## src/rtl/tap_scheduler.sv

```systemverilog
// tap_scheduler: per-sample delay-line tap sequencer.
// Writes the incoming sample at wptr, then reads the main, chorus and reverb
// taps from a 1-cycle-latency RAM, strobing each load as its data arrives.
// The frame is then handed to the MCU and held until transmit is seen.
// Optional feature: define TAP_SCHEDULER_CHORUS_LFO_EN to modulate the chorus
// tap with a triangle LFO; otherwise the chorus offset is CHOR_BASE.
module tap_scheduler #(
  parameter int ADDR_W     = 12,
  parameter int CHOR_BASE  = 600,
  parameter int CHOR_DEPTH = 255,
  parameter int LFO_DIV    = 8,
  parameter int REV_DELAY  = 3000
) (
  input  logic              clk,
  input  logic              reset,
  input  logic              start,
  input  logic              chorus_on,
  input  logic              reverb_on,
  input  logic              transmit,
  input  logic [15:0]       mem_data,
  output logic              mem_write,
  output logic [ADDR_W-1:0] mem_addr,
  output logic              main_load,
  output logic              chor_load,
  output logic              rev_load,
  output logic              tfr_ready,
  output logic              busy,
  output logic              overrun
);

  localparam logic [2:0] S_IDLE = 3'd0;
  localparam logic [2:0] S_WR   = 3'd1;
  localparam logic [2:0] S_RM   = 3'd2;
  localparam logic [2:0] S_RC   = 3'd3;
  localparam logic [2:0] S_RR   = 3'd4;
  localparam logic [2:0] S_FIN  = 3'd5;
  localparam logic [2:0] S_WAIT = 3'd6;

  localparam logic [ADDR_W-1:0] CHOR_BASE_A = ADDR_W'(CHOR_BASE);
  localparam logic [ADDR_W-1:0] REV_DELAY_A = ADDR_W'(REV_DELAY);

  logic [2:0]        state_q, state_d;
  logic [ADDR_W-1:0] wptr_q, wptr_d;
  logic              overrun_q, overrun_d;
  logic [ADDR_W-1:0] chor_off;
  logic              frame_done;

  // Sample data flows straight to the downstream datapath; the scheduler only
  // times the strobes, so the read data is not consumed here.
  logic mem_data_unused;
  assign mem_data_unused = ^mem_data;

  assign frame_done = (state_q == S_WAIT) && transmit;

`ifdef TAP_SCHEDULER_CHORUS_LFO_EN
  localparam int                DIV_W    = (LFO_DIV > 1) ? $clog2(LFO_DIV) : 1;
  localparam logic [DIV_W-1:0]  DIV_LAST = DIV_W'(LFO_DIV - 1);
  localparam logic [ADDR_W-1:0] DEPTH_A  = ADDR_W'(CHOR_DEPTH);

  logic [ADDR_W-1:0] lfo_q, lfo_d;
  logic              lfo_up_q, lfo_up_d;
  logic [DIV_W-1:0]  lfo_div_q, lfo_div_d;

  assign chor_off = CHOR_BASE_A + lfo_q;

  // Triangle LFO: one step every LFO_DIV completed frames, bouncing off both ends.
  always_comb begin
    lfo_d     = lfo_q;
    lfo_up_d  = lfo_up_q;
    lfo_div_d = lfo_div_q;
    if (frame_done) begin
      if (lfo_div_q == DIV_LAST) begin
        lfo_div_d = '0;
        if (lfo_up_q) begin
          if (lfo_q >= DEPTH_A) begin
            lfo_d    = lfo_q - 1'b1;
            lfo_up_d = 1'b0;
          end else begin
            lfo_d = lfo_q + 1'b1;
          end
        end else begin
          if (lfo_q == '0) begin
            lfo_d    = lfo_q + 1'b1;
            lfo_up_d = 1'b1;
          end else begin
            lfo_d = lfo_q - 1'b1;
          end
        end
      end else begin
        lfo_div_d = lfo_div_q + 1'b1;
      end
    end
  end

  // LFO state registers.
  always_ff @(posedge clk or negedge reset) begin
    if (!reset) begin
      lfo_q     <= '0;
      lfo_up_q  <= 1'b1;
      lfo_div_q <= '0;
    end else begin
      lfo_q     <= lfo_d;
      lfo_up_q  <= lfo_up_d;
      lfo_div_q <= lfo_div_d;
    end
  end
`else
  assign chor_off = CHOR_BASE_A;
`endif

  // Sequence control: fixed-length tap walk, write pointer advance, overrun capture.
  always_comb begin
    state_d   = state_q;
    wptr_d    = wptr_q;
    overrun_d = overrun_q | (start && (state_q != S_IDLE));
    case (state_q)
      S_IDLE: if (start) state_d = S_WR;
      S_WR:   state_d = S_RM;
      S_RM:   state_d = S_RC;
      S_RC:   state_d = S_RR;
      S_RR:   state_d = S_FIN;
      S_FIN:  state_d = S_WAIT;
      S_WAIT: begin
        if (transmit) begin
          state_d = S_IDLE;
          wptr_d  = wptr_q + 1'b1;
        end
      end
      default: state_d = S_IDLE;
    endcase
  end

  // Control registers.
  always_ff @(posedge clk or negedge reset) begin
    if (!reset) begin
      state_q   <= S_IDLE;
      wptr_q    <= '0;
      overrun_q <= 1'b0;
    end else begin
      state_q   <= state_d;
      wptr_q    <= wptr_d;
      overrun_q <= overrun_d;
    end
  end

  // Output decode: address for each tap one cycle ahead of its load strobe.
  always_comb begin
    mem_write = 1'b0;
    mem_addr  = '0;
    main_load = 1'b0;
    chor_load = 1'b0;
    rev_load  = 1'b0;
    case (state_q)
      S_WR: begin
        mem_write = 1'b1;
        mem_addr  = wptr_q;
      end
      S_RM: mem_addr = wptr_q;
      S_RC: begin
        mem_addr  = wptr_q - chor_off;
        main_load = 1'b1;
      end
      S_RR: begin
        mem_addr  = wptr_q - REV_DELAY_A;
        chor_load = chorus_on;
      end
      S_FIN: rev_load = reverb_on;
      default: ;
    endcase
  end

  assign tfr_ready = (state_q == S_WAIT);
  assign busy      = (state_q != S_IDLE);
  assign overrun   = overrun_q;

endmodule

```

## config.mk

```make
export PLATFORM = sky130hd
export DESIGN_NAME = tap_scheduler
export DESIGN_NICKNAME = d
export VERILOG_FILES = /design/src/rtl/tap_scheduler.sv
export SDC_FILE = /design/constraint.sdc
export NUM_CORES = 1
export LEC_CHECK = 0
export BUFFER_PORTS_ARGS = -buffer_cell sky130_fd_sc_hd__buf_2
export CAP_MARGIN = 20
export CORE_ASPECT_RATIO = 0.5
export CORE_MARGIN = 2
export CORE_UTILIZATION = 45
export DETAILED_ROUTE_END_ITERATION = 6
export PLACE_DENSITY = 0.84
export SETUP_SLACK_MARGIN = 0.1
export SYNTH_ARGS = -nofsm -noshare
export SYNTH_HDL_FRONTEND = slang
export SYNTH_SLANG_ARGS = --single-unit
```

## constraint.sdc

```tcl
create_clock -name clk -period 3.1 [get_ports clk]
set_clock_uncertainty 0.2 [all_clocks]
set_input_delay 0.31 -clock clk [delete_from_list [all_inputs] [get_ports clk]]
set_output_delay 0.31 -clock clk [all_outputs]
set_load 0.01 [all_outputs]
```

==> impl_metrics.toml <==
[cts]
cts_tree = "done"
cts_max_path_buffers = 2
clk_pin_slew_ns = 0.07
clkLatencyLatePin_ns = 0.26
cts_htree_levels = 1
numCtsBuffers = 3
cts_root_buf = "clkbuf_8"
clock-sinks = 16

[layout]
area_delta_synth_final_pct = 19.47
nNetsFinal = 217
fillers = 245
final_layout_size_suffix_gt1_frac = 0.2340
antenna_cells = 0
multi_input_area_um2 = 885.9
regArea_um2 = 400.4

[power]
switchingPower_mw = 0.6151
swShare = 0.4660
power.density_nw_per_um2 = 830.6
power_leakage_nw = 0.8105
p_clk_frac = 0.146
power_frac_seq = 0.213
intPower_mw = 0.7048
peakVddDrop_mv = 0.3850
power_frac_comb = 0.641

[sta]
fin_crit_ns = 2.864
finalSetupViolCount = 0
max_freq_mhz = 349.1
timing.final.crit_share = 0.9240
slew_headroom = 0.7123
rsz0062_at_grt = "no"
report.final.hold_viol_count = 0
tightest_slew_ns = 0.4276
whs_ns = 0.06666
tns_ns = 0
maxSlewViolCount = 0

[min_path]
hold_path.class = "primary input to register"

[worst_setup_path]
cp_cell_sequence = "nor2_2 > nand2_4 > inv_1 > ha_2 > o21ai_1 > nor2_1 > o21ai_1 > mux2i_1 > o211ai_1 > buf_2"
end_kind = "primary output"
max_stage_delay_ns = 0.40
cpMostUsedCell = "o21ai_1"
critPathKind = "register to primary output"
required_ns = 2.59
path_max_fanout = 7
worstPathArrival_ns = 2.35
cp_top_family = "compound AO/OA/AOI/OAI gates"
cp_slowest_cell = "dfrtp_1"
start_kind = "register"
worstPathBufferInverterCount = 2

[floorplan]
start_util = 0.4926
io_pins = 41
fp.dieH_um = 42.44
rows = 13
dieArea_um2 = 3433
core_um2 = 2700
die-width_um = 80.89

[detailed_routing]
finalWirelength_mm = 3.217
postRouteAntennaNets = 0
vias = 1317
drtIter0Drc = 96
firstDrtPassIters = 4
drc = 0
via_per_inst = 5.853
wire_per_inst_um = 14.30

[run]
max_cap_violations = 0

[synthesis]
synth.most_common_cell = "nand2_1"
synth_area_um2 = 1330
synthCells = 163
syn_nets = 191
synth_edf_count = 0
ys_warn_count = 0
synth.top_cell.area_share = 0.3010
netlist_top_cells_count = "nand2_1 (21), dfrtp_1 (16), nor2_1 (13)"
synth_seq_cells = 16
ys.flop_type = "dfrtp_1"
async_reset_ff_frac = 1.000
ys_top_cells_by_area = "dfrtp_1 (30%), nand2_1 (5.9%), xnor2_1 (5.9%), xor2_1 (5.9%), ha_1 (5.6%)"
syn_avg_cell_area_um2 = 8.160
synthDistinctLibCells = 37
yosysSeqAreaShare = 0.3010
yosysTopAreaCell = "dfrtp_1"

[grt]
antenna_found_initial = 0
grt_max_degree = 21
grt.overflow.total = 0
track_usage = 0.1996
grt_pass1_wl_mm = 5.319
grt_pass1_vias = 1134

[placed_design]
gp_congestion = 0.8629
io_buffers = 24
place_hpwl_mm = 2.264

[run_status]
status = "complete, no violations"
-- cells by family (layout without fill, tap and decap cells) --
family,after synthesis,count (layout),synth area share
simple gates,73,73,0.2869
xor+xnor,18,18,0.1185
buf+inv,16,41,0.05926
fa+ha+maj,6,6,0.05644
flops,16,16,0.3010
compound gates,32,32,0.1627
mux,2,2,0.01505
-- what timing repair did --
action | 4_1_cts | 5_1_grt
endpoints found under the hold margin | 16 | 0
hold buffers | 1 | 0
setup endpoints to repair | 3 | 3
setup buffers | 0 | 3
pin swaps | 0 | 2
gates resized for setup | 3 | 6
-- area by class of cell --
class                           count  share of cell area
Multi-Input combinational cell    131              0.5575
Sequential cell                    16              0.2520
Inverter                            5             0.01181
Clock buffer                        4             0.03465
Tap cell                           37             0.02913
Timing Repair Buffer               32              0.1150
-- flip-flops by register name, summed over array words and instances (netlist names) --
register	flops
state_q	3
wptr_q	12
overrun	1
-- stage by stage --
step                  util  area [um^2]  setup WS [ns]  power, mW  std cells
floorplan                -         1330         0.3130     0.8538        163
CTS                 0.5746         1551         0.1006      1.273        222
detailed placement  0.5431         1466         0.2511      1.066        217
global placement    0.5431         1466         0.2689      1.043        217
finish              0.5885         1589         0.2357      1.320        225
global route        0.5885         1589         0.1003      1.417        225
-- path summary, 6_finish.rpt --
kind / start / end / slack, ns / cells after the start
max: state_q[1]$_DFFE_PN0P_ / mem_addr[9] / 0.24 / 10
min: start / overrun$_DFF_PN0_ / 0.07 / 2
max reg2reg: wptr_q[3]$_DFFE_PN0P_ / wptr_q[11]$_DFFE_PN0P_ / 1.03 / 6
min reg2reg: overrun$_DFF_PN0_ / overrun$_DFF_PN0_ / 0.26 / 1
max in group asynchronous: reset / wptr_q[2]$_DFFE_PN0P_ / 2.13 / 2
min in group asynchronous: reset / wptr_q[7]$_DFFE_PN0P_ / 0.29 / 2
-- metal layers --
metal | vias up | global-route usage | routed length [um] | part of all wire
met5 | - | 0 | 0 | 0
met4 | 0 | 0.05085 | 31 | 0.0096
met3 | 5 | 0.03879 | 200 | 0.062
met2 | 43 | 0.3322 | 1528 | 0.47
met1 | 640 | 0.2662 | 1455 | 0.45
li1 | 629 | - | - | -
-- power groups by stage --
stage | Sequential [mW] | Clock (mW) | Combinational (mW)
6_report | 0.281 | 0.193 | 0.846
5_1_grt | 0.288 | 0.205 | 0.924
4_1_cts | 0.276 | 0.194 | 0.804
3_5_place_dp | 0.279 | 0 | 0.787
3_3_place_gp | 0.276 | 0 | 0.767
2_1_floorplan | 0.272 | 0 | 0.582
-- placed cells by master, fill, tap and decap left out, types with 3 or more instances in the layout --
master	instances
inv_1	5
a22o_1	3
and2_1	5
xnor2_1	9
a21oi_1	5
buf_4	7
dfrtp_1	16
nand3_1	11
ha_1	4
o21ai_0	6
and3_1	5
xor2_1	9
nor3_1	9
o211ai_1	3
nand2_1	20
a21o_1	3
clkbuf_8	4
buf_2	24
nor2_1	12
Note: power is estimated with default switching activity, not from simulation.
